===== config.mk =====
export PLATFORM = sky130hd
export DESIGN_NAME = mano_uart_flat
export DESIGN_NICKNAME = d
export VERILOG_FILES = /design/src/rtl/mano_io_pkg.sv /design/src/rtl/mano_uart_if.sv /design/src/rtl/mano_uart_rx.sv /design/src/rtl/mano_uart.sv /design/src/flat_wrapper.sv
export SDC_FILE = /design/constraint.sdc
export NUM_CORES = 1
export LEC_CHECK = 0
export CAP_MARGIN = 30
export CORE_MARGIN = 2
export CORE_UTILIZATION = 55
export DETAILED_ROUTE_END_ITERATION = 12
export GPL_TIMING_DRIVEN = 1
export PLACE_DENSITY = 0.82
export SYNTH_ARGS = -nofsm -noshare
export SYNTH_HDL_FRONTEND = slang
export SYNTH_HIERARCHICAL = 1
export SYNTH_SLANG_ARGS = --single-unit

===== constraint.sdc =====
create_clock -name io_clock -period 2.8 [get_ports io_clock]
set_input_delay 0.56 -clock io_clock [delete_from_list [all_inputs] [get_ports io_clock]]
set_output_delay 0.56 -clock io_clock [all_outputs]
set_load 0.005 [all_outputs]

===== src/rtl/mano_io_pkg.sv =====
// -----------------------------------------------------------------------------
// mano_io_pkg
// Shared types and constants for the Mano machine serial terminal adapter.
//   char_t               : one 8-bit terminal character
//   rx_state_e/tx_state_e: IDLE/START/DATA/STOP states of the two serial FSMs
//   DEFAULT_CLKS_PER_BIT : clocks per serial bit (50 MHz / 115200 baud)
//   FRAME_BITS           : bits in an 8N1 frame (start + 8 data + stop)
// -----------------------------------------------------------------------------
package mano_io_pkg;

  typedef logic [7:0] char_t;

  typedef enum logic [1:0] {
    RX_IDLE  = 2'd0,
    RX_START = 2'd1,
    RX_DATA  = 2'd2,
    RX_STOP  = 2'd3
  } rx_state_e;

  typedef enum logic [1:0] {
    TX_IDLE  = 2'd0,
    TX_START = 2'd1,
    TX_DATA  = 2'd2,
    TX_STOP  = 2'd3
  } tx_state_e;

  localparam int DEFAULT_CLKS_PER_BIT = 434;
  localparam int FRAME_BITS           = 10;

endpackage


===== src/rtl/mano_uart_if.sv =====
// -----------------------------------------------------------------------------
// mano_uart_if
// Bundle of the serial pins and the Mano core I/O handshake.
//   master : core/board side (drives io_rxd, io_fgi, io_outr, io_fgo)
//   slave  : adapter side    (drives io_txd, io_inpr, io_fgiset, io_fgoset,
//                              io_overrun, io_framerr)
// -----------------------------------------------------------------------------
interface mano_uart_if;
  import mano_io_pkg::*;

  logic  io_rxd;
  logic  io_txd;
  char_t io_inpr;
  logic  io_fgi;
  logic  io_fgiset;
  char_t io_outr;
  logic  io_fgo;
  logic  io_fgoset;
  logic  io_overrun;
  logic  io_framerr;

  modport master (
    output io_rxd, io_fgi, io_outr, io_fgo,
    input  io_txd, io_inpr, io_fgiset, io_fgoset, io_overrun, io_framerr
  );

  modport slave (
    input  io_rxd, io_fgi, io_outr, io_fgo,
    output io_txd, io_inpr, io_fgiset, io_fgoset, io_overrun, io_framerr
  );

endinterface


===== src/rtl/mano_uart_rx.sv =====
// -----------------------------------------------------------------------------
// mano_uart_rx
// 8N1 receiver: 2-FF synchroniser, start/data/stop FSM, sticky framing flag.
//   io_clock  : system clock
//   io_reset  : asynchronous active-high reset
//   rxd_i     : raw serial line (idle high, asynchronous)
//   byte_o    : received byte (valid while valid_o is high)
//   valid_o   : high for the single cycle in which a good stop bit is sampled
//   framerr_o : sticky, set when a stop bit is sampled low
// par_clks_per_bit must be even and >= 4.
// -----------------------------------------------------------------------------
module mano_uart_rx
  import mano_io_pkg::*;
#(
  parameter int par_clks_per_bit = DEFAULT_CLKS_PER_BIT
) (
  input  logic  io_clock,
  input  logic  io_reset,
  input  logic  rxd_i,
  output char_t byte_o,
  output logic  valid_o,
  output logic  framerr_o
);

  localparam int CW = $clog2(par_clks_per_bit);
  localparam logic [CW-1:0] FULL_CNT = CW'(par_clks_per_bit - 1);
  localparam logic [CW-1:0] HALF_CNT = CW'(par_clks_per_bit / 2 - 1);
  localparam logic [CW-1:0] CNT_ONE  = CW'(1);

  // Synchroniser plus one history stage for edge detection. All reset low so
  // a line held low across reset release cannot look like a falling edge.
  logic rxd_meta_q, rxd_sync_q, rxd_prev_q;

  rx_state_e     state_q, state_d;
  logic [CW-1:0] cnt_q, cnt_d;
  logic [2:0]    bit_q, bit_d;
  char_t         shift_q, shift_d;
  logic          framerr_q;
  logic          ferr_set;
  logic          cnt_done;

  assign cnt_done = (cnt_q == '0);

  // State register and datapath registers
  always_ff @(posedge io_clock or posedge io_reset) begin
    if (io_reset) begin
      rxd_meta_q <= 1'b0;
      rxd_sync_q <= 1'b0;
      rxd_prev_q <= 1'b0;
      state_q    <= RX_IDLE;
      cnt_q      <= '0;
      bit_q      <= '0;
      shift_q    <= '0;
      framerr_q  <= 1'b0;
    end else begin
      rxd_meta_q <= rxd_i;
      rxd_sync_q <= rxd_meta_q;
      rxd_prev_q <= rxd_sync_q;
      state_q    <= state_d;
      cnt_q      <= cnt_d;
      bit_q      <= bit_d;
      shift_q    <= shift_d;
      framerr_q  <= framerr_q | ferr_set;
    end
  end

  // Next-state logic
  always_comb begin
    state_d = state_q;
    cnt_d   = cnt_q;
    bit_d   = bit_q;
    shift_d = shift_q;
    case (state_q)
      RX_IDLE: begin
        if (rxd_prev_q && !rxd_sync_q) begin
          state_d = RX_START;
          cnt_d   = HALF_CNT;   // land the following samples mid-bit
        end
      end
      RX_START: begin
        if (!cnt_done) begin
          cnt_d = cnt_q - CNT_ONE;
        end else if (rxd_sync_q) begin
          state_d = RX_IDLE;    // line already back high: a glitch
        end else begin
          state_d = RX_DATA;
          cnt_d   = FULL_CNT;
          bit_d   = '0;
        end
      end
      RX_DATA: begin
        if (!cnt_done) begin
          cnt_d = cnt_q - CNT_ONE;
        end else begin
          shift_d = {rxd_sync_q, shift_q[7:1]};  // LSB arrives first
          cnt_d   = FULL_CNT;
          if (bit_q == 3'd7) begin
            state_d = RX_STOP;
          end else begin
            bit_d = bit_q + 3'd1;
          end
        end
      end
      RX_STOP: begin
        if (!cnt_done) begin
          cnt_d = cnt_q - CNT_ONE;
        end else begin
          state_d = RX_IDLE;
          cnt_d   = '0;
        end
      end
      default: state_d = RX_IDLE;
    endcase
  end

  // Outputs: decide the frame outcome at the stop sample
  always_comb begin
    valid_o  = 1'b0;
    ferr_set = 1'b0;
    if (state_q == RX_STOP && cnt_done) begin
      if (rxd_sync_q) begin
        valid_o = 1'b1;
      end else begin
        ferr_set = 1'b1;
      end
    end
  end

  assign byte_o    = shift_q;
  assign framerr_o = framerr_q;

endmodule


===== src/rtl/mano_uart.sv =====
// -----------------------------------------------------------------------------
// mano_uart
// Serial terminal adapter for the Mano machine core.
//   io_clock : system clock shared with the core
//   io_reset : asynchronous active-high reset
//   bus      : mano_uart_if.slave
//     io_rxd/io_txd       serial pins (idle high)
//     io_inpr/io_fgi/io_fgiset  character input handshake
//     io_outr/io_fgo/io_fgoset  character output handshake
//     io_overrun/io_framerr     sticky receive error flags
// A received byte is offered to the core only while io_fgi is clear; the
// transmitter starts on a 1->0 transition of io_fgo and ignores further
// transitions until its frame is complete.
// par_clks_per_bit must be even and >= 4.
// -----------------------------------------------------------------------------
module mano_uart
  import mano_io_pkg::*;
#(
  parameter int par_clks_per_bit = DEFAULT_CLKS_PER_BIT
) (
  input logic        io_clock,
  input logic        io_reset,
  mano_uart_if.slave bus
);

  localparam int CW = $clog2(par_clks_per_bit);
  localparam logic [CW-1:0] FULL_CNT = CW'(par_clks_per_bit - 1);
  localparam logic [CW-1:0] CNT_ONE  = CW'(1);

  // ---------------------------------------------------------------- receive
  char_t rx_byte;
  logic  rx_valid;
  logic  rx_framerr;

  mano_uart_rx #(
    .par_clks_per_bit(par_clks_per_bit)
  ) u_rx (
    .io_clock (io_clock),
    .io_reset (io_reset),
    .rxd_i    (bus.io_rxd),
    .byte_o   (rx_byte),
    .valid_o  (rx_valid),
    .framerr_o(rx_framerr)
  );

  char_t inpr_q;
  logic  fgiset_q;
  logic  overrun_q;

  // Core still holds the previous character: drop the new one and flag it.
  always_ff @(posedge io_clock or posedge io_reset) begin
    if (io_reset) begin
      inpr_q    <= '0;
      fgiset_q  <= 1'b0;
      overrun_q <= 1'b0;
    end else begin
      fgiset_q <= 1'b0;
      if (rx_valid) begin
        if (bus.io_fgi) begin
          overrun_q <= 1'b1;
        end else begin
          inpr_q   <= rx_byte;
          fgiset_q <= 1'b1;
        end
      end
    end
  end

  assign bus.io_inpr    = inpr_q;
  assign bus.io_fgiset  = fgiset_q;
  assign bus.io_overrun = overrun_q;
  assign bus.io_framerr = rx_framerr;

  // --------------------------------------------------------------- transmit
  tx_state_e     tx_state_q, tx_state_d;
  logic [CW-1:0] tx_cnt_q, tx_cnt_d;
  logic [2:0]    tx_bit_q, tx_bit_d;
  char_t         tx_shift_q, tx_shift_d;
  logic          fgo_prev_q;
  logic          txd_q, txd_d;
  logic          tx_trigger;
  logic          tx_cnt_done;

  // History resets to 1 so a core that comes out of reset with io_fgo low
  // still produces exactly one frame.
  assign tx_trigger  = fgo_prev_q & ~bus.io_fgo;
  assign tx_cnt_done = (tx_cnt_q == '0);

  // State register and datapath registers
  always_ff @(posedge io_clock or posedge io_reset) begin
    if (io_reset) begin
      tx_state_q <= TX_IDLE;
      tx_cnt_q   <= '0;
      tx_bit_q   <= '0;
      tx_shift_q <= '0;
      fgo_prev_q <= 1'b1;
      txd_q      <= 1'b1;
    end else begin
      tx_state_q <= tx_state_d;
      tx_cnt_q   <= tx_cnt_d;
      tx_bit_q   <= tx_bit_d;
      tx_shift_q <= tx_shift_d;
      fgo_prev_q <= bus.io_fgo;
      txd_q      <= txd_d;
    end
  end

  // Next-state logic
  always_comb begin
    tx_state_d = tx_state_q;
    tx_cnt_d   = tx_cnt_q;
    tx_bit_d   = tx_bit_q;
    tx_shift_d = tx_shift_q;
    case (tx_state_q)
      TX_IDLE: begin
        if (tx_trigger) begin
          tx_state_d = TX_START;
          tx_cnt_d   = FULL_CNT;
          tx_shift_d = bus.io_outr;
        end
      end
      TX_START: begin
        if (!tx_cnt_done) begin
          tx_cnt_d = tx_cnt_q - CNT_ONE;
        end else begin
          tx_state_d = TX_DATA;
          tx_cnt_d   = FULL_CNT;
          tx_bit_d   = '0;
        end
      end
      TX_DATA: begin
        if (!tx_cnt_done) begin
          tx_cnt_d = tx_cnt_q - CNT_ONE;
        end else begin
          tx_cnt_d   = FULL_CNT;
          tx_shift_d = {1'b0, tx_shift_q[7:1]};
          if (tx_bit_q == 3'd7) begin
            tx_state_d = TX_STOP;
          end else begin
            tx_bit_d = tx_bit_q + 3'd1;
          end
        end
      end
      TX_STOP: begin
        if (!tx_cnt_done) begin
          tx_cnt_d = tx_cnt_q - CNT_ONE;
        end else begin
          tx_state_d = TX_IDLE;
          tx_cnt_d   = '0;
        end
      end
      default: tx_state_d = TX_IDLE;
    endcase
  end

  // Outputs: the line level is computed from the next state and registered,
  // so the pin never glitches between bits.
  always_comb begin
    case (tx_state_d)
      TX_START: txd_d = 1'b0;
      TX_DATA:  txd_d = tx_shift_d[0];
      default:  txd_d = 1'b1;
    endcase
  end

  assign bus.io_txd    = txd_q;
  assign bus.io_fgoset = (tx_state_q == TX_STOP) && tx_cnt_done;

endmodule


===== src/flat_wrapper.sv =====
// flat-port wrapper written by rule: the top's interface ports become plain ports
module mano_uart_flat import mano_io_pkg::*;
#(
  parameter int par_clks_per_bit = DEFAULT_CLKS_PER_BIT
)
  (io_clock, io_reset, bus_io_rxd, bus_io_fgi, bus_io_outr, bus_io_fgo, bus_io_txd, bus_io_inpr, bus_io_fgiset, bus_io_fgoset, bus_io_overrun, bus_io_framerr);
  mano_uart_if bus_i ();
  input logic io_clock;
  input logic io_reset;
  input wire logic [$bits(bus_i.io_rxd)-1:0] bus_io_rxd;
  input wire logic [$bits(bus_i.io_fgi)-1:0] bus_io_fgi;
  input wire logic [$bits(bus_i.io_outr)-1:0] bus_io_outr;
  input wire logic [$bits(bus_i.io_fgo)-1:0] bus_io_fgo;
  output wire logic [$bits(bus_i.io_txd)-1:0] bus_io_txd;
  output wire logic [$bits(bus_i.io_inpr)-1:0] bus_io_inpr;
  output wire logic [$bits(bus_i.io_fgiset)-1:0] bus_io_fgiset;
  output wire logic [$bits(bus_i.io_fgoset)-1:0] bus_io_fgoset;
  output wire logic [$bits(bus_i.io_overrun)-1:0] bus_io_overrun;
  output wire logic [$bits(bus_i.io_framerr)-1:0] bus_io_framerr;
  assign bus_i.io_rxd = bus_io_rxd;
  assign bus_i.io_fgi = bus_io_fgi;
  assign bus_i.io_outr = bus_io_outr;
  assign bus_i.io_fgo = bus_io_fgo;
  assign bus_io_txd = bus_i.io_txd;
  assign bus_io_inpr = bus_i.io_inpr;
  assign bus_io_fgiset = bus_i.io_fgiset;
  assign bus_io_fgoset = bus_i.io_fgoset;
  assign bus_io_overrun = bus_i.io_overrun;
  assign bus_io_framerr = bus_i.io_framerr;
  mano_uart #(.par_clks_per_bit(par_clks_per_bit)) u_core (.io_clock(io_clock), .io_reset(io_reset), .bus(bus_i));
endmodule

==> results of run 1 <==
registers in the layout, summed over array words and instances, names as in the netlist, named ones only:
register	flops
u_core/bus.io_fgiset	1
u_core/bus.io_inpr	8
u_core/bus.io_overrun	1
u_core/bus.io_txd	1
u_core/fgo_prev_q	1
u_core/tx_bit_q	3
u_core/tx_cnt_q	9
u_core/tx_shift_q	8
u_core/tx_state_q	2
u_core/u_rx/bit_q	3
u_core/u_rx/byte_o	8
u_core/u_rx/cnt_q	9
u_core/u_rx/framerr_o	1
u_core/u_rx/rxd_meta_q	1
u_core/u_rx/rxd_prev_q	1
u_core/u_rx/rxd_sync_q	1
u_core/u_rx/state_q	1
worst min path at each step:
stage,start,slack [ps],endpoint
after detailed placement,u_core/u_rx/rxd_meta_q$_DFF_PP0_,340,u_core/u_rx/rxd_sync_q$_DFF_PP0_
after CTS,u_core/u_rx/rxd_meta_q$_DFF_PP0_,360,u_core/u_rx/rxd_sync_q$_DFF_PP0_
after global placement,u_core/u_rx/rxd_meta_q$_DFF_PP0_,340,u_core/u_rx/rxd_sync_q$_DFF_PP0_
after global routing,u_core/u_rx/rxd_meta_q$_DFF_PP0_,360,u_core/u_rx/rxd_sync_q$_DFF_PP0_
final,u_core/u_rx/rxd_meta_q$_DFF_PP0_,360,u_core/u_rx/rxd_sync_q$_DFF_PP0_
after floorplan,u_core/u_rx/rxd_meta_q$_DFF_PP0_,330,u_core/u_rx/rxd_sync_q$_DFF_PP0_
power groups by stage:
| stage | logic (mW) | clock network, mW | registers [mW] |
|---|---|---|---|
| 2_1_floorplan | 1.12 | 0 | 1.26 |
| 3_3_place_gp | 1.40 | 0 | 1.30 |
| 3_5_place_dp | 1.44 | 0 | 1.31 |
| 4_1_cts | 1.45 | 0.880 | 1.29 |
| 5_1_grt | 1.65 | 0.927 | 1.34 |
| 6_report | 1.47 | 0.856 | 1.30 |
logic make-up (layout without fill, tap and decap cells):
group,after synthesis,in the layout,synth area share [%]
xor gates and xnor gates,1,1,0.282
adders and majority gates,15,15,6.04
muxes,19,19,6.92
DFF,60,60,48.4
AOI/OAI and AO/OA,90,90,19.3
buffers and inverters,24,65,2.90
and+or+nand+nor,88,88,16.2
through the flow:
| stage | instance area (um^2) | setup WS (ps) |
|---|---|---|
| after floorplan | 3110 | 369 |
| after global placement | 3470 | 435 |
| after detailed placement | 3470 | 320 |
| after CTS | 3690 | 132 |
| after global routing | 3700 | 130 |
| final | 3700 | 249 |
routing by layer:
layer	wire length (um)	vias to the layer above
met3	350	11
met5	0	-
met2	2790	92
li1	-	1174
met4	95	0
met1	2650	1151
cell type report:
class                   instances  area, um^2  share of cell area, %
clock buffers                   9         124                   3.35
clock inverters                 7        98.8                   2.67
inverters                      18        67.6                   1.83
multi-input cells             213        1520                   41.1
flip-flops and latches         60        1500                   40.6
well taps                      72        90.1                   2.43
repair buffers                 31         295                   7.98
what timing repair did:
action / 4_1_cts / 5_1_grt
hold buffers: 0 / 0
gates resized for setup: 0 / 1
endpoints found under the setup margin: 0 / 1
cells in the final DEF (no fill, tap or decap), types with 3 or more instances in the layout:
| cell type | count |
|---|---|
| dfrtp_1 | 58 |
| o21ai_0 | 28 |
| clkdlybuf4s50_1 | 25 |
| nand2_1 | 22 |
| inv_1 | 18 |
| nor2_1 | 18 |
| mux2_2 | 16 |
| ha_1 | 15 |
| a21oi_1 | 12 |
| nor3_1 | 10 |
| clkbuf_8 | 9 |
| a22oi_1 | 7 |
| nor2b_1 | 6 |
| buf_4 | 6 |
| nand2b_1 | 5 |
| o22ai_1 | 5 |
| a211oi_1 | 4 |
| a311oi_1 | 4 |
| o221ai_1 | 3 |
| a22o_1 | 3 |
| a21o_1 | 3 |
worst register-to-register path, cell delays in order, from the launching register on:
cell and delay, ps:
dfrtp_1 410, inv_1 100, ha_1 250, or4b_1 570
nor2_2 230, and3_1 190, nor2b_1 140, buf_4 170
mux2_2 340
==> impl_results.rst, run 1 <==
.. list-table::
   :header-rows: 1

   * - Metric
     - Value
   * - Layout cell share with drive strength beyond 1
     - approximately 15%
   * - Met2 capacity usage during global routing
     - between 30% and 40%
   * - Critical Path Fanout Max
     - 5
   * - Final Setup Violations
     - 0
   * - Number of synthesized flops with an enable pin
     - 0
   * - Remaining global-route overflow
     - 0
   * - Global-route met3 utilization
     - ~5.2%
   * - Met1 Track Usage GR
     - between 20 and 30%
   * - Clock sinks
     - 60
   * - Post-synthesis cell type with the largest combined area
     - dfrtp_1
   * - Setup crit end kind
     - primary output
   * - Max H-tree Level
     - 3
   * - Drc violations
     - 0
   * - Cell variety after synth
     - 58
   * - Most common cell in the synthesized netlist
     - dfrtp_1
   * - Status
     - completed
   * - Initial standard-cell utilization of the core
     - 56.8%
   * - Vias per std cell
     - 5.92
   * - First element of the critical path
     - u_core/tx_cnt_q[0]$_DFFE_PP0P_
   * - Layout Cells excl Fill
     - between 400 and 500
   * - Design Power
     - ~3.6 mW
   * - Worst hold-check path type
     - register to register
   * - Post-route antenna net violation count
     - 0
   * - Transition at the pin with the smallest max-transition slack
     - between 700 and 800 ps
   * - Final hold violations
     - 0
   * - Die width
     - slightly below 80 um
   * - Power Internal
     - 2.20 mW
   * - Cell class contributing the biggest share of worst-path delay
     - buffers and inverters
   * - Share of total power in the clock network
     - a little under a quarter
   * - Top cells by area, synth
     - dfrtp_1 (47%), ha_1 (6.0%), mux2_2 (5.8%), o21ai_0 (4.5%), nand2_1 (2.7%)
   * - Total of fill cells in the finished design
     - ~410
   * - Post-synthesis cell count
     - ~300
   * - Number of placed instances with taps included
     - around 390
   * - Cell Rows
     - 27
   * - Placeable Area
     - between 5000 and 6000 um^2
   * - Cell at the root of the clock tree
     - clkbuf_8
   * - Area Overhead vs Synth
     - 19.0%
   * - Worst-path cell with the longest stage delay
     - clkdlybuf4s50_1
   * - HPWL Detailed
     - just over 4000 um
   * - Capturing element of the worst setup path
     - bus_io_fgoset
   * - CTS tree
     - built
   * - Num CTS Buffers
     - 9
   * - Wire length after detailed routing
     - between 5000 and 6000 um
   * - Reg power frac
     - 35.8%
   * - Worst Skew
     - slightly above 7 ps
   * - Number of global-route vias before repair
     - 2281
   * - Combined buffer and inverter count along the critical path
     - 2
   * - Worst-case headroom to the max-slew limit
     - a little over half
   * - Pre-Repair DR Iteration Count
     - 5
   * - Share of total power consumed by net switching
     - between 30 and 40%
   * - Cell area after synthesis
     - a little over 3000 um^2
   * - Fraction of synthesis flops using an asynchronous set or reset pin
     - between 90% and 100%
   * - CP arrival
     - a little under 2000 ps
   * - GRT Util Overall
     - about a fifth
   * - Worst Hold Depth
     - 0
   * - Accumulated negative setup slack
     - 0 ps
   * - Peak Freq
     - ~0.39 GHz
   * - Initial antenna violation count
     - 0
   * - LEAKAGE
     - 1.67 nW
   * - Vias post-DR
     - between 2000 and 2500
   * - Number of nets in the layout
     - approximately 360
   * - Synthesized netlist net count
     - approximately 330
   * - Delay of the slowest cell on the worst path
     - 510 ps
   * - Seq cells post-synth
     - 60
   * - Shortest clock period the worst path allows after layout
     - 2550 ps
   * - Net switching component of the power
     - around 1.4 mW
   * - Util after Layout
     - between 60% and 70%
   * - Antenna diode instance count
     - 0
   * - Primary FF master, synth
     - dfrtp_1
   * - Number of max-cap violations
     - 0
   * - Clock Pin Slew Worst Setup and Hold Paths
     - approximately 70 ps
   * - Worst-skew pair later-pin latency
     - 330 ps
   * - Final RePlAce weighted congestion
     - 0.918
   * - Unrepaired setup endpoints after global routing
     - false
   * - Top-level I/O count
     - 26
   * - Kind of launch point of the worst setup path
     - register
   * - Max-slew violation total from the final report
     - 0
   * - Worst reg2reg setup slack
     - between 200 and 300 ps
   * - Wirelength per Cell
     - 14.3 um
   * - Reg-to-reg critical path startpoint
     - u_core/u_rx/cnt_q[0]$_DFFE_PP0P_
   * - Peak ir drop on the vdd network
     - 0.553 mV
   * - Critical path start-end classification
     - register to primary output
   * - Input/output buffers
     - 25
   * - Data required time of the worst path
     - around 2200 ps
   * - Global-route wire length before repair
     - between 10000 and 15000 um
   * - Post-route fraction of the period consumed by the critical path
     - around 90%
   * - Vertical die dimension
     - 79.2 um
   * - Length in cells of the worst reg-to-reg path
     - 8
   * - Synthesis warning total
     - 6
   * - Maximum buffer depth of the clock tree
     - 2
   * - Share of synthesized area occupied by flip-flops and latches
     - 48.4%
   * - P per Cell Area
     - about 1000 nW/um^2
   * - Min Hold Slack
     - approximately 360 ps
   * - Fraction of synthesized cell area taken by the top area cell type
     - between 40 and 50%
   * - Pin count of the biggest net entering global routing
     - 35
   * - Logic depth of the worst path, buffers included
     - 5
   * - First-iteration detailed-routing DRC count
     - ~170
   * - Commonest cells in the netlist
     - dfrtp_1 (58), o21ai_0 (28), nand2_1 (22)
   * - Buffers inserted during post-CTS setup optimization
     - 0
   * - Combinational cell fraction of total power
     - 40.6%
   * - Avg Cell Area, Syn
     - approximately 10 um^2
   * - Endpoint of the worst-slack reg-to-reg timing path
     - u_core/bus.io_inpr[6]$_DFFE_PP0P_
   * - Cells along the critical path
     - inv_1 > ha_1 > nor4b_2 > and3_1 > clkdlybuf4s50_1
   * - Most Crowded Layer GR
     - met2
   * - Die outline area
     - approximately 6300 um^2
Power figures use the tool's default switching activity.
==> inputs of run 2 (changes only) <==
--- a/config.mk
+++ b/config.mk
@@ -7,7 +7,7 @@
 export LEC_CHECK = 0
 export CAP_MARGIN = 30
 export CORE_MARGIN = 2
-export CORE_UTILIZATION = 55
+export CORE_UTILIZATION = 58
 export DETAILED_ROUTE_END_ITERATION = 12
 export GPL_TIMING_DRIVEN = 1
 export PLACE_DENSITY = 0.82
==> impl_results.rst, run 2 (synthesized netlist as in run 1, its figures left out) <==
.. list-table::
   :header-rows: 1

   * - Metric
     - Value
   * - Status
     - completed
   * - Worst Skew
     - 8.56 ps (+1.41 ps)
   * - Number of max-cap violations
     - 0 (unchanged)
   * - First-iteration detailed-routing DRC count
     - 322 (+87%)
   * - Vias post-DR
     - 2467 (+1.6%)
   * - Num CTS Buffers
     - 9 (unchanged)
   * - Final Setup Violations
     - 0 (unchanged)
   * - CP arrival
     - 2070 ps (+80 ps)
   * - Worst-skew pair later-pin latency
     - 330 ps (about the same)
   * - Setup crit end kind
     - primary output
   * - Leading cell type in the layout, fill and taps excluded
     - dfrtp_1
   * - Length in cells of the worst reg-to-reg path
     - 8 (unchanged)
   * - Kind of launch point of the worst setup path
     - register
   * - Reg-to-reg critical path startpoint
     - u_core/u_rx/cnt_q[0]$_DFFE_PP0P_
   * - First element of the critical path
     - u_core/tx_cnt_q[0]$_DFFE_PP0P_
   * - Peak ir drop on the vdd network
     - 0.575 mV (+4.1%)
   * - Critical Path Fanout Max
     - 5 (unchanged)
   * - Area Overhead vs Synth
     - 18.8%
   * - Drc violations
     - 0 (unchanged)
   * - Clock sinks
     - 60 (unchanged)
   * - Buffers inserted during post-CTS setup optimization
     - 0 (unchanged)
   * - Worst-case headroom to the max-slew limit
     - 55.0% (+2.3 points)
   * - LEAKAGE
     - 1.67 nW (+0.17%)
   * - Number of nets in the layout
     - 361 (unchanged)
   * - Global-route wire length before repair
     - 11300 um (+11%)
   * - Total of fill cells in the finished design
     - 389 (-5.4%)
   * - CTS tree
     - built
   * - Pre-Repair DR Iteration Count
     - 5 (unchanged)
   * - GRT Util Overall
     - 23.8% (+2.9 points)
   * - Util after Layout
     - 71.8% (+4.2 points)
   * - Worst hold-check path type
     - register to register
   * - Capturing element of the worst setup path
     - bus_io_fgoset
   * - Final RePlAce weighted congestion
     - 0.937 (+2.1%)
   * - Cell at the root of the clock tree
     - clkbuf_8
   * - Max-slew violation total from the final report
     - 0 (unchanged)
   * - Transition at the pin with the smallest max-transition slack
     - 670 ps (-33.9 ps)
   * - Commonest cells after routing, fill and taps aside
     - dfrtp_1 (58), o21ai_0 (28), clkdlybuf4s50_1 (25)
   * - Post-DP Area
     - 3470 um^2 (about the same)
   * - Maximum buffer depth of the clock tree
     - 2 (unchanged)
   * - Data required time of the worst path
     - 2240 ps (about the same)
   * - Peak Freq
     - 0.380 GHz (-3.0%)
   * - Largest regs
     - u_core/tx_cnt_q: 9 flops, u_core/u_rx/cnt_q: 9 flops
   * - Shortest clock period the worst path allows after layout
     - 2630 ps (+80.2 ps)
   * - Pin count of the biggest net entering global routing
     - 27 (-23%)
   * - HPWL Detailed
     - 4420 um (+6.6%)
   * - Clock Pin Slew Worst Setup and Hold Paths
     - 60 ps (about the same)
   * - Area of combinational cells with multiple inputs
     - 1520 um^2 (unchanged)
   * - Layout cell share with drive strength beyond 1
     - 14.8% (-0.30 points)
   * - Remaining global-route overflow
     - 0 (unchanged)
   * - Die width
     - 77.2 um (-2.5%)
   * - Wire length after detailed routing
     - 6400 um (+8.8%)
   * - Vertical die dimension
     - 77.2 um (-2.5%)
   * - Number of global-route vias before repair
     - 2358 (+3.4%)
   * - Die outline area
     - 5960 um^2 (-4.9%)
   * - Post-route antenna net violation count
     - 0 (unchanged)
   * - Initial standard-cell utilization of the core
     - 60.5% (+3.7 points)
   * - Worst reg2reg setup slack
     - 240 ps (-50 ps)
   * - Max H-tree Level
     - 3 (unchanged)
   * - Critical path start-end classification
     - register to primary output
   * - Final non-filler cell area
     - 3690 um^2 (-0.24%)
   * - Antenna diode instance count
     - 0 (unchanged)
   * - Placeable Area
     - 5140 um^2 (-6.1%)
   * - Final hold violations
     - 0 (unchanged)
   * - Wirelength per Cell
     - 15.7 um (+9.4%)
   * - Unrepaired setup endpoints after global routing
     - false
   * - Accumulated negative setup slack
     - 0 ps (unchanged)
   * - Vias per std cell
     - 6.05 (+2.1%)
   * - Worst Hold Depth
     - 0 (unchanged)
   * - P per Cell Area
     - 990 nW/um^2 (+1.0%)
   * - Initial antenna violation count
     - 0 (unchanged)
   * - Cell Rows
     - 26 (-3.7%)
   * - Sequential cell area in the final layout
     - 1500 um^2 (unchanged)
   * - Top-level I/O count
     - 26 (unchanged)
   * - Endpoint of the worst-slack reg-to-reg timing path
     - u_core/bus.io_inpr[3]$_DFFE_PP0P_
   * - Input/output buffers
     - 25 (unchanged)
   * - Post-route fraction of the period consumed by the critical path
     - 94.0% (+2.9 points)
run 2: cell types whose count changed in the layout (fill, tap and decap cells not counted):
cell	change
clkinv_4	-1
clkbuf_1	+1
clkinv_2	+2
clkinvlp_4	-1
inv_6	-2
clkbuf_8	+1
run 2: area by class of cell:
cell class	count	area share, %
multi-input combinational	213	41.2
sequential	60	40.7
timing repair buffer	31	8.00
clock buffer	11	3.83
tap	70	2.37
clock inverter	5	2.03
inverter	18	1.83
run 2: per-layer routing:
layer	part of all wire (%)	track usage, %	vias up
li1	-	-	1182
met1	44	33.7	1166
met2	48	36.3	109
met3	6.5	3.65	10
met4	1.2	10.7	0
met5	0	0	-
run 2: how the worst min path moves through the flow:
stage | from | end | slack [ps]
after floorplan | u_core/u_rx/rxd_meta_q$_DFF_PP0_ | u_core/u_rx/rxd_sync_q$_DFF_PP0_ | 330
after global placement | u_core/u_rx/rxd_meta_q$_DFF_PP0_ | u_core/u_rx/rxd_sync_q$_DFF_PP0_ | 340
after detailed placement | u_core/u_rx/rxd_meta_q$_DFF_PP0_ | u_core/u_rx/rxd_sync_q$_DFF_PP0_ | 340
after CTS | u_core/u_rx/rxd_meta_q$_DFF_PP0_ | u_core/u_rx/rxd_sync_q$_DFF_PP0_ | 350
after global routing | u_core/u_rx/rxd_meta_q$_DFF_PP0_ | u_core/u_rx/rxd_sync_q$_DFF_PP0_ | 360
final | u_core/u_rx/rxd_meta_q$_DFF_PP0_ | u_core/u_rx/rxd_sync_q$_DFF_PP0_ | 350
run 2: report_power, final:
| part | switching (mW) | internal (mW) | total, mW |
|---|---|---|---|
| clock | 0.329 | 0.521 | 0.850 |
| combinational | 0.877 | 0.620 | 1.50 |
| sequential | 0.237 | 1.07 | 1.31 |
run 2: critical path, stage by stage (launching register included):
cell             delay, ps
dfrtp_1                420
inv_1                   70
ha_1                   220
nor4b_2                310
and3_1                 220
clkdlybuf4s50_1        500
run 2: metrics by stage:
stage | power, mW | worst slack (ps) | std cells | hold WS, ps
final | 3.66 | 169 | 408 | 350
after global routing | 3.93 | 52.4 | 408 | 361
after global placement | 2.70 | 416 | 392 | 340
after detailed placement | 2.76 | 280 | 392 | 336
after CTS | 3.63 | 117 | 408 | 350
after floorplan | 2.38 | 369 | 297 | 331
run 2: what timing repair did:
item	in CTS	in global routing
hold buffers	0	0
resized for setup	0	1
setup endpoints to repair	0	1
==> inputs of run 3 (changes only) <==
--- a/config.mk
+++ b/config.mk
@@ -6,7 +6,7 @@
 export NUM_CORES = 1
 export LEC_CHECK = 0
 export CAP_MARGIN = 30
-export CORE_MARGIN = 2
+export CORE_MARGIN = 5
 export CORE_UTILIZATION = 58
 export DETAILED_ROUTE_END_ITERATION = 12
 export GPL_TIMING_DRIVEN = 1
==> impl_results.rst, run 3 (synthesized netlist as in run 1, its figures left out) <==
.. list-table::
   :header-rows: 1

   * - Metric
     - Value
   * - Worst-case headroom to the max-slew limit
     - 58.8% (+3.8 points)
   * - Max-slew violation total from the final report
     - 0 (unchanged)
   * - Initial standard-cell utilization of the core
     - 60.1% (-0.38 points)
   * - Kind of launch point of the worst setup path
     - register
   * - Remaining global-route overflow
     - 0 (unchanged)
   * - Cell Rows
     - 26 (unchanged)
   * - Area Overhead vs Synth
     - 18.1%
   * - Cell class contributing the biggest share of worst-path delay
     - simple AND/OR/NAND/NOR gates
   * - Sequential cell area in the final layout
     - 1500 um^2 (unchanged)
   * - Die width
     - 83.2 um (+7.8%)
   * - Worst hold-check path type
     - register to register
   * - Cells along the critical path
     - inv_1 > ha_1 > nor4b_1 > and3_1 > clkdlybuf4s50_1
   * - First-iteration detailed-routing DRC count
     - 159 (-51%)
   * - Power Internal
     - 2.10 mW (-5.0%)
   * - Accumulated negative setup slack
     - 0 ps (unchanged)
   * - Hold wc startpoint
     - u_core/u_rx/rxd_meta_q$_DFF_PP0_
   * - Setup crit end kind
     - primary output
   * - Worst Hold Depth
     - 0 (unchanged)
   * - Num CTS Buffers
     - 9 (unchanged)
   * - Reg power frac
     - 36.7% (+0.9 points)
   * - Clock sinks
     - 60 (unchanged)
   * - Layout cell share with drive strength beyond 1
     - 14.8% (unchanged)
   * - Placeable Area
     - 5170 um^2 (+0.63%)
   * - Worst hold endpoint
     - u_core/u_rx/rxd_sync_q$_DFF_PP0_
   * - Maximum buffer depth of the clock tree
     - 2 (unchanged)
   * - P per Cell Area
     - 965 nW/um^2 (-2.5%)
   * - Share of total power consumed by net switching
     - 40.7% (+1.2 points)
   * - Post-CTS Hold Buffers
     - 0 (unchanged)
   * - Net switching component of the power
     - 1.44 mW (-0.13%)
   * - Drc violations
     - 0 (unchanged)
   * - Initial antenna violation count
     - 0 (unchanged)
   * - Vias per std cell
     - 5.99 (-1.0%)
   * - Shortest clock period the worst path allows after layout
     - 2710 ps (+74.3 ps)
   * - Combinational cell fraction of total power
     - 41.4% (+0.5 points)
   * - CP arrival
     - 2150 ps (+80 ps)
   * - Transition at the pin with the smallest max-transition slack
     - 614 ps (-56.5 ps)
   * - Combined buffer and inverter count along the critical path
     - 2 (unchanged)
   * - Util after Layout
     - 71.0% (-0.86 points)
   * - Worst-path cell with the longest stage delay
     - clkdlybuf4s50_1
   * - Critical path start-end classification
     - register to primary output
   * - Input/output buffers
     - 25 (unchanged)
   * - Min Hold Slack
     - 352 ps (+2.13 ps)
   * - Data required time of the worst path
     - 2240 ps (about the same)
   * - HPWL Detailed
     - 4480 um (+1.5%)
   * - Final hold violations
     - 0 (unchanged)
   * - Wirelength per Cell
     - 15.8 um (+0.39%)
   * - Vertical die dimension
     - 83.2 um (+7.8%)
   * - Post-route antenna net violation count
     - 0 (unchanged)
   * - Unrepaired setup endpoints after global routing
     - false
   * - Die outline area
     - 6920 um^2 (+16%)
   * - Length in cells of the worst reg-to-reg path
     - 8 (unchanged)
   * - Global-route wire length before repair
     - 11000 um (-2.7%)
   * - Total of fill cells in the finished design
     - 350 (-10%)
   * - Endpoint of the worst-slack reg-to-reg timing path
     - u_core/bus.io_inpr[3]$_DFFE_PP0P_
   * - Cell at the root of the clock tree
     - clkbuf_8
   * - Final RePlAce weighted congestion
     - 0.928 (-0.98%)
   * - Top-level I/O count
     - 26 (unchanged)
   * - Share of total power in the clock network
     - 21.9% (-1.4 points)
   * - Worst-skew pair later-pin latency
     - 340 ps (about the same)
   * - CTS tree
     - built
   * - GRT Util Overall
     - 19.4% (-4.4 points)
   * - Number of instances resized during post-cts repair
     - 0 (unchanged)
   * - Delay of the slowest cell on the worst path
     - 500 ps (about the same)
   * - Status
     - completed
   * - Clock Pin Slew Worst Setup and Hold Paths
     - 70 ps (about the same)
   * - Largest regs
     - u_core/tx_cnt_q: 9 flops, u_core/u_rx/cnt_q: 9 flops
   * - Number of nets in the layout
     - 361 (unchanged)
   * - Vias post-DR
     - 2442 (-1.0%)
   * - Buffers inserted during post-CTS setup optimization
     - 0 (unchanged)
   * - Final Setup Violations
     - 0 (unchanged)
   * - Peak Freq
     - 0.370 GHz (-2.7%)
   * - Pin count of the biggest net entering global routing
     - 35 (+30%)
   * - Commonest cells after routing, fill and taps aside
     - dfrtp_1 (58), o21ai_0 (28), clkdlybuf4s50_1 (25)
   * - Worst reg2reg setup slack
     - 280 ps (+40 ps)
   * - LEAKAGE
     - 1.65 nW (-0.94%)
   * - Leading cell type in the layout, fill and taps excluded
     - dfrtp_1
   * - Number of global-route vias before repair
     - 2334 (-1.0%)
   * - Antenna diode instance count
     - 0 (unchanged)
   * - Reg-to-reg critical path startpoint
     - u_core/u_rx/cnt_q[0]$_DFFE_PP0P_
   * - Wire length after detailed routing
     - 6430 um (+0.39%)
   * - Area of combinational cells with multiple inputs
     - 1520 um^2 (-0.41%)
   * - Worst Skew
     - 7.52 ps (-1.04 ps)
   * - Peak ir drop on the vdd network
     - 0.613 mV (+6.5%)
   * - Pre-Repair DR Iteration Count
     - 4 (-1)
   * - Post-route fraction of the period consumed by the critical path
     - 96.6% (+2.7 points)
   * - Max H-tree Level
     - 3 (unchanged)
   * - Critical Path Fanout Max
     - 5 (unchanged)
   * - Number of max-cap violations
     - 0 (unchanged)
==> run 3: power by group through the flow <==
| stage | Sequential (mW) | Clock [mW] | Combinational [mW] |
|---|---|---|---|
| global placement | 1.30 | 0 | 1.41 |
| finish | 1.30 | 0.777 | 1.47 |
| CTS | 1.30 | 0.801 | 1.45 |
| detailed placement | 1.31 | 0 | 1.44 |
| floorplan | 1.26 | 0 | 1.12 |
| global route | 1.33 | 0.854 | 1.64 |
==> run 3: worst reg2reg max path, cell delays in order, from the launching register on <==
cell     delay [ps]
dfrtp_1         410
inv_1            80
ha_1            230
or4b_1          560
nor2_2          260
and3_1          210
nor2b_1         130
buf_4           180
mux2_2          350
==> run 3: per-stage QoR <==
| step | cell area, um^2 | cells | power [mW] | setup WS [ps] |
|---|---|---|---|---|
| after global routing | 3670 | 408 | 3.82 | 24.0 |
| final | 3670 | 408 | 3.54 | 94.4 |
| after CTS | 3670 | 408 | 3.55 | 110 |
| after detailed placement | 3470 | 392 | 2.75 | 325 |
| after floorplan | 3110 | 297 | 2.38 | 369 |
| after global placement | 3470 | 392 | 2.71 | 417 |
==> run 3: how the worst max path moves through the flow <==
stage	cells past startpoint	slack [ps]	endpoint	startpoint
5_1_grt	5	20	bus_io_fgoset	u_core/tx_cnt_q[0]$_DFFE_PP0P_
3_5_place_dp	8	330	u_core/bus.io_inpr[4]$_DFFE_PP0P_	u_core/u_rx/cnt_q[0]$_DFFE_PP0P_
4_1_cts	5	110	bus_io_fgoset	u_core/tx_cnt_q[0]$_DFFE_PP0P_
3_3_place_gp	8	420	u_core/bus.io_inpr[4]$_DFFE_PP0P_	u_core/u_rx/cnt_q[0]$_DFFE_PP0P_
2_1_floorplan	8	370	u_core/bus.io_inpr[0]$_DFFE_PP0P_	u_core/u_rx/cnt_q[0]$_DFFE_PP0P_
6_report	5	90	bus_io_fgoset	u_core/tx_cnt_q[0]$_DFFE_PP0P_
==> run 3: final cells by class <==
class / count / share of cell area (%)
repair buffers: 31 / 8.04
clock buffers: 9 / 3.37
flip-flops and latches: 60 / 41.0
well taps: 70 / 2.39
inverters: 18 / 1.84
multi-input cells: 213 / 41.3
clock inverters: 7 / 2.11
==> run 3: metal layers <==
metal  vias up  track usage, %  routed length [um]
met5         -               0                   0
met4         0            8.32                  65
met3         6            4.16                 320
met2        78            31.1                3120
met1      1188            25.4                2920
li1       1170               -                   -
